**src/rtl/nibble_serial_subtractor.sv**
```systemverilog
// Nibble-serial a - b - bin: one 4-bit carry-lookahead slice per CALC cycle,
// LSB first, with a valid/ready handshake on both sides.
module nibble_serial_subtractor #(
    parameter int NIBBLES = 4
) (
    input  logic                   clk,
    input  logic                   rst_n,
    input  logic                   in_valid,
    output logic                   in_ready,
    input  logic [4*NIBBLES-1:0]   a,
    input  logic [4*NIBBLES-1:0]   b,
    input  logic                   bin,
    output logic                   out_valid,
    input  logic                   out_ready,
    output logic [4*NIBBLES-1:0]   diff,
    output logic                   bout,
    output logic                   ovf
);

    localparam int W     = 4 * NIBBLES;
    localparam int IDX_W = (NIBBLES > 1) ? $clog2(NIBBLES) : 1;

    typedef enum logic [1:0] {
        S_IDLE,
        S_CALC,
        S_DONE
    } state_t;

    state_t             r_state;
    state_t             w_next;
    logic [W-1:0]       r_a;
    logic [W-1:0]       r_b;
    logic               r_carry;
    logic [IDX_W-1:0]   r_idx;
    logic [W-1:0]       r_diff;
    logic               r_bout;
    logic               r_ovf;
    logic [3:0]         w_x;
    logic [3:0]         w_y;
    logic [4:0]         w_slice;
    logic               w_last;

    // Returns {C4, sum[3:0]} of x + y + c0 using generate/propagate lookahead.
    function automatic logic [4:0] cla4(input logic [3:0] x, input logic [3:0] y,
                                        input logic c0);
        logic [3:0] g;
        logic [3:0] p;
        logic [4:0] c;
        g    = x & y;
        p    = x ^ y;
        c[0] = c0;
        c[1] = g[0] | (p[0] & c0);
        c[2] = g[1] | (p[1] & g[0]) | (p[1] & p[0] & c0);
        c[3] = g[2] | (p[2] & g[1]) | (p[2] & p[1] & g[0]) | (p[2] & p[1] & p[0] & c0);
        c[4] = g[3] | (p[3] & g[2]) | (p[3] & p[2] & g[1]) | (p[3] & p[2] & p[1] & g[0])
             | (p[3] & p[2] & p[1] & p[0] & c0);
        return {c[4], p ^ c[3:0]};
    endfunction

    always_comb begin
        w_x = '0;
        w_y = '0;
        for (int k = 0; k < NIBBLES; k++) begin
            if (r_idx == IDX_W'(k)) begin
                w_x = r_a[4*k +: 4];
                w_y = ~r_b[4*k +: 4];
            end
        end
        w_slice = cla4(w_x, w_y, r_carry);
        w_last  = (r_idx == IDX_W'(NIBBLES - 1));
    end

    always_ff @(posedge clk or negedge rst_n) begin
        if (!rst_n) begin
            r_state <= S_IDLE;
        end else begin
            r_state <= w_next;
        end
    end

    always_comb begin
        w_next = r_state;
        case (r_state)
            S_IDLE:  if (in_valid)  w_next = S_CALC;
            S_CALC:  if (w_last)    w_next = S_DONE;
            S_DONE:  if (out_ready) w_next = S_IDLE;
            default: w_next = S_IDLE;
        endcase
    end

    // Borrow-in enters as an inverted carry so a + ~b + ~bin == a - b - bin.
    always_ff @(posedge clk or negedge rst_n) begin
        if (!rst_n) begin
            r_a     <= '0;
            r_b     <= '0;
            r_carry <= 1'b0;
            r_idx   <= '0;
            r_diff  <= '0;
            r_bout  <= 1'b0;
            r_ovf   <= 1'b0;
        end else begin
            case (r_state)
                S_IDLE: begin
                    if (in_valid) begin
                        r_a     <= a;
                        r_b     <= b;
                        r_carry <= ~bin;
                        r_idx   <= '0;
                    end
                end
                S_CALC: begin
                    for (int k = 0; k < NIBBLES; k++) begin
                        if (r_idx == IDX_W'(k)) begin
                            r_diff[4*k +: 4] <= w_slice[3:0];
                        end
                    end
                    r_carry <= w_slice[4];
                    r_idx   <= r_idx + 1'b1;
                    if (w_last) begin
                        r_bout <= ~w_slice[4];
                        r_ovf  <= (r_a[W-1] ^ r_b[W-1]) & (r_a[W-1] ^ w_slice[3]);
                    end
                end
                default: ;
            endcase
        end
    end

    assign in_ready  = (r_state == S_IDLE);
    assign out_valid = (r_state == S_DONE);
    assign diff      = r_diff;
    assign bout      = r_bout;
    assign ovf       = r_ovf;

endmodule

```
**config.mk**
```make
export PLATFORM = sky130hd
export DESIGN_NAME = nibble_serial_subtractor
export DESIGN_NICKNAME = d
export VERILOG_FILES = /design/src/rtl/nibble_serial_subtractor.sv
export SDC_FILE = /design/constraint.sdc
export NUM_CORES = 1
export LEC_CHECK = 0
export ABC_CLOCK_PERIOD_IN_PS = 3300
export BUFFER_PORTS_ARGS = -buffer_cell sky130_fd_sc_hd__buf_2
export CORE_MARGIN = 2
export CORE_UTILIZATION = 53
export DETAILED_ROUTE_END_ITERATION = 12
export GPL_ROUTABILITY_DRIVEN = 0
export PLACE_DENSITY = 0.78
export SLEW_MARGIN = 20
export SYNTH_ARGS = -nofsm -noshare
export SYNTH_HDL_FRONTEND = slang
export SYNTH_SLANG_ARGS = --single-unit
export TNS_END_PERCENT = 10
```
**constraint.sdc**
```tcl
create_clock -name clk -period 3.3 [get_ports clk]
set_clock_uncertainty 0.15 [all_clocks]
set_input_delay 0.495 -clock clk [delete_from_list [all_inputs] [get_ports clk]]
set_output_delay 0.495 -clock clk [all_outputs]
set_load 0.01 [all_outputs]
```
== Word-level counts from Yosys, hierarchy flattened ==
Index checks and enable logic that the tools add are counted.
W data, S select, Z words.

* Bitwise logic cells: 38
* Muxes and demuxes: 16
* Equality and inequality tests: 8
* Multipliers: 0
* Div/mod/pow operators: 0
* Shift-type cells: 0
* Add/sub/neg operators: 1
* $lt $le $gt $ge: 0
* Reductions and logical operators: 10

{| class="wikitable"
|+ Operator list
! cell !! count
|-
| $mux W4 || 8
|-
| $and A1 B1 Y1 || 17
|-
| $not A4 Y4 || 4
|-
| $reduce_and A2 Y1 || 6
|-
| $or A1 B1 Y1 || 10
|-
| $mux W2 || 4
|-
| $xor A4 B4 Y4 || 2
|-
| $eq A2 B2 Y1 const B || 3
|-
| $pmux W2 S3 || 1
|-
| $and A4 B4 Y4 || 1
|-
| $eq A2 B1 Y1 const B || 2
|-
| $logic_not A2 Y1 || 2
|-
| $ne A2 B2 Y1 const B || 2
|-
| $pmux W2 S2 || 1
|-
| $reduce_and A3 Y1 || 1
|-
| $add A2 B1 Y2 const B || 1
|-
| $ne A2 B1 Y1 const B || 1
|-
| $not A1 Y1 || 2
|-
| $pmux W1 S2 || 1
|-
| $reduce_bool A2 Y1 || 1
|-
| $xor A1 B1 Y1 || 2
|-
| $mux W1 || 1
|}

* Memories kept: 0
* Logic and storage cells: 84
* Bits in writable memories: 0
* Register bits: 55
* ROM bits: 0
* Bits in latches: 0

== Logic depth before layout (Yosys ltp) ==
* Word-level depth: 13
* Mapped depth: 12
* Mapped depth without buffers: 11

== Worst setup path after synthesis ==
No wires, ideal clock.

* Path kind: register to register
* From: reg r_idx[0]
* To: reg r_ovf (netlist: ovf)
* Data arrival time: 2,743 ps
* Buffers on the path: 2
* Setup time: 87 ps
* Clock period less this slack: 2,980 ps
* Setup slack: 320 ps
* Data required time: 3,063 ps
* Cell stages (with the launch flop): 12
* Cells stage by stage: dfrtp_1 -> inv_1 -> ha_1 -> clkbuf_1 -> clkbuf_1 -> a221oi_1 -> o31ai_1 -> ha_1 -> a21o_1 -> and4_4 -> or3_4 -> o211ai_1

* Longest elaborated chain between the ends: 13

{| class="wikitable"
|+ Ends and longest elaborated chain
! what !! line !! text
|-
| from (decl) || 34 || <nowiki>logic [IDX_W-1:0] r_idx;</nowiki>
|-
| from (signal assigned) || 118 || <nowiki>r_idx <= r_idx + 1'b1;</nowiki>
|-
| $logic_not A2 Y1 || 64 || <nowiki>if (r_idx == IDX_W'(k)) begin</nowiki>
|-
| $mux W4 (4 in a row) || 64 ||
|-
| $xor A4 B4 Y4 / $and A4 B4 Y4 (equally long branches) || 50, 49 ||
|-
| $and A1 B1 Y1 || 54 || <nowiki>c[3] = g[2] | (p[2] & g[1]) | (p[2] & p[1] & g[0]) | (p[2] & p[1] & p[0] & c0);</nowiki>
|-
| $or A1 B1 Y1 / $and A1 B1 Y1 (equally long branches) (2 in a row) || 54 ||
|-
| $or A1 B1 Y1 || 54 ||
|-
| $xor A4 B4 Y4 || 57 || <nowiki>return {c[4], p ^ c[3:0]};</nowiki>
|-
| $xor A1 B1 Y1 || 121 || <nowiki>r_ovf <= (r_a[W-1] ^ r_b[W-1]) & (r_a[W-1] ^ w_slice[3]);</nowiki>
|-
| $and A1 B1 Y1 || 121 ||
|-
| to (signal assigned) || 121 ||
|-
| to (decl) || 37 || <nowiki>logic r_ovf;</nowiki>
|}

Parallel ways exist; a longest one is shown, timed or not.
A chain may end at the register's enable or synchronous reset.

== Worst setup path after layout ==
Ends and elaborated chain as after synthesis.

==> metrics.txt <==
CP top delay family=simple AND/OR/NAND/NOR gates; Synth Net Count=326; # port buffers=56; Worst R2R Setup Slack=0.32 ns; hpwl dp=3850 um; Synth Area per Inst=9.07 sq um; Req. time, crit path=3.38 ns; Cells after Synth=280; Slew Limit Headroom=37.5%; EDFF count, synth=0; type of origin of the critical path=flip-flop; clock root buffer master=clkbuf_8; Worst R2R Start=r_idx[0]; Async SR Flop Fraction=100%; CP peak stage delay=0.44 ns; worst setup path category=reg -> reg; Placeable Area=4660 sq um; n_diodes=0; CTS tree=built; DRT Pass-1 Iters=4; Setup violations, final=0; chip width=73.2 um; Iter 0 DRT Violations=138; Design Power=3430 uW; most frequent cells in the layout=nand2_1 (117), buf_2 (56), dfrtp_1 (55); Netlist Area Pre-Place=2540 sq um; post-DR wirelength/cell=13.6 um; Die H=73.2 um; Row Count=25; Max Cap Viol=0; Starting Density=54.5%; pwr dens=1150 nW/um^2; most common cell after layout, fill and taps aside=nand2_1; Tmin final=2.98 ns; Crit path depth=10; status=complete, no violations; CP dominant cell by count=ha_1; number of global-route vias before repair=1865; Synth Flop Type=dfrtp_1; DRC=0; CTS Buf Count=5; pin count of the biggest net entering global routing=44; clk_lat worst skew=0.31 ns; crit path max fanout=7; Tcrit/Tclk final=90.3%; Worst-Margin Slew=0.937 ns; post-synthesis sequential area ratio=54.2%; RSZ-0062 raised after global routing=false; GRT Total Usage=21.2%; Worst setup EP type=flip-flop; worst-path cell chain=inv_1 -> ha_1 -> nor2b_1 -> a221oi_1 -> o31ai_2 -> ha_1 -> a21o_1 -> and4_4 -> or3_4 -> o211ai_1; Slew Viols, Final=0; Max H-tree Level=2; nets=381; Crit path arrival time=3.06 ns; Reg-to-Reg End=ovf; #FFs+latches synth=55; # clock sinks=55; YS warnings=0; clk slew on worst S/H paths=0.09 ns; Syn-to-layout area delta=17.4%; first-pass GRT wire length=8650 um; CTS max path bufs=2; Setup TNS=0 ns; CP max-delay cell=dfrtp_1; total wire length=5270 um; top-level port count=57; Leak=0.00156 uW; Max Clk Rate=336 MHz; Final WS setup=0.322 ns; initial antenna violation count=0; die area=5360 sq um; length in cells of the worst reg-to-reg path=10; dpl ws=0.255 ns; min-delay worst type=in -> async; postcts setup bufs=0; count of different cell masters after synthesis=33; crit path buf inv count=1; grt total ovfl=0; DRT antenna net count=0; share of post-route cells with drive strength above 1=23.3%; Vias=2060; maximum VDD drop=0.617 mV; vias per cell=5.30; final hold violations=0
[where the power goes]
group / switching [uW] / internal, uW / total, uW
Combinational: 1060 / 736 / 1800
Sequential: 197 / 1000 / 1200
Clock: 212 / 223 / 434
Total: 1470 / 1960 / 3430
[area by class of cell]
class / count / area (sq um)
well taps: 54 / 67.6
inverters: 7 / 26.3
flip-flops and latches: 55 / 1380
clock inverters: 1 / 30.0
multi-input cells: 206 / 1100
fillers: 418 / 1680
clock buffers: 6 / 72.6
repair buffers: 60 / 310
[sequential cells by signal, indices dropped and copies added (netlist names)]
signal / count
r_carry: 1
r_b: 16
r_a: 16
ovf: 1
bout: 1
r_idx: 2
diff: 16
r_state: 2
[worst max-delay path by stage]
stage | from | endpoint | slack [ns]
2_1_floorplan | r_idx[0] | ovf | 0.32
6_report | r_idx[0] | ovf | 0.32
4_1_cts | r_idx[0] | diff[3] | 0.24
3_5_place_dp | r_idx[0] | diff[3] | 0.26
3_3_place_gp | r_idx[0] | ovf | 0.37
5_1_grt | r_idx[0] | diff[15] | 0.07
[cell families (layout without fill, tap and decap cells)]
group / Yosys count / in the layout / share of synthesized area (%)
xor gates and xnor gates: 2 / 2 / 0.690
muxes: 5 / 5 / 2.22
adders and majority gates: 9 / 9 / 4.73
buffers and inverters: 19 / 74 / 3.06
and+or+nand+nor: 141 / 141 / 23.3
AOI/OAI and AO/OA: 49 / 49 / 11.8
DFF: 55 / 55 / 54.2
[cells in the mapped netlist, types with 2 or more instances]
cell | n | area share [%]
nor2b_1 | 4 | 0.99
clkbuf_1 | 7 | 1.0
ha_1 | 8 | 3.9
nand2_1 | 118 | 17
o31ai_1 | 4 | 1.2
a221oi_1 | 4 | 1.4
mux2_2 | 5 | 2.2
o22ai_1 | 2 | 0.49
dfrtp_1 | 55 | 54
nand3b_1 | 3 | 0.89
a21oi_1 | 6 | 1.2
a211o_1 | 2 | 0.69
nor2_1 | 4 | 0.59
o21ai_0 | 24 | 4.7
nand3_1 | 2 | 0.39
buf_2 | 5 | 0.99
nand2b_1 | 3 | 0.74
inv_1 | 7 | 1.0
o211ai_1 | 3 | 0.89
[through the flow]
stage / hold WS [ns] / instances / utilization (%) / instance area, sq um
floorplan: 0.0494 / 280 / - / 2540
global placement: 0.306 / 382 / 61.5 / 2870
detailed placement: 0.315 / 382 / 61.5 / 2870
CTS: 0.192 / 389 / 63.7 / 2970
global route: 0.211 / 389 / 63.9 / 2980
finish: 0.167 / 389 / 63.9 / 2980
[metal layers]
metal	global-route usage, %	up-vias	part of all wire [%]
met5	0	-	0
met2	33.1	57	48
met4	7.41	0	1.1
li1	-	1025	-
met1	29.0	970	46
met3	4.97	8	5.1
[timing repair]
| item | in CTS | in global routing |
|---|---|---|
| hold buffers | 0 | 0 |
| setup endpoints to repair | 0 | 5 |
| resized for setup | 0 | 3 |
Power figures use the tool's default switching activity.
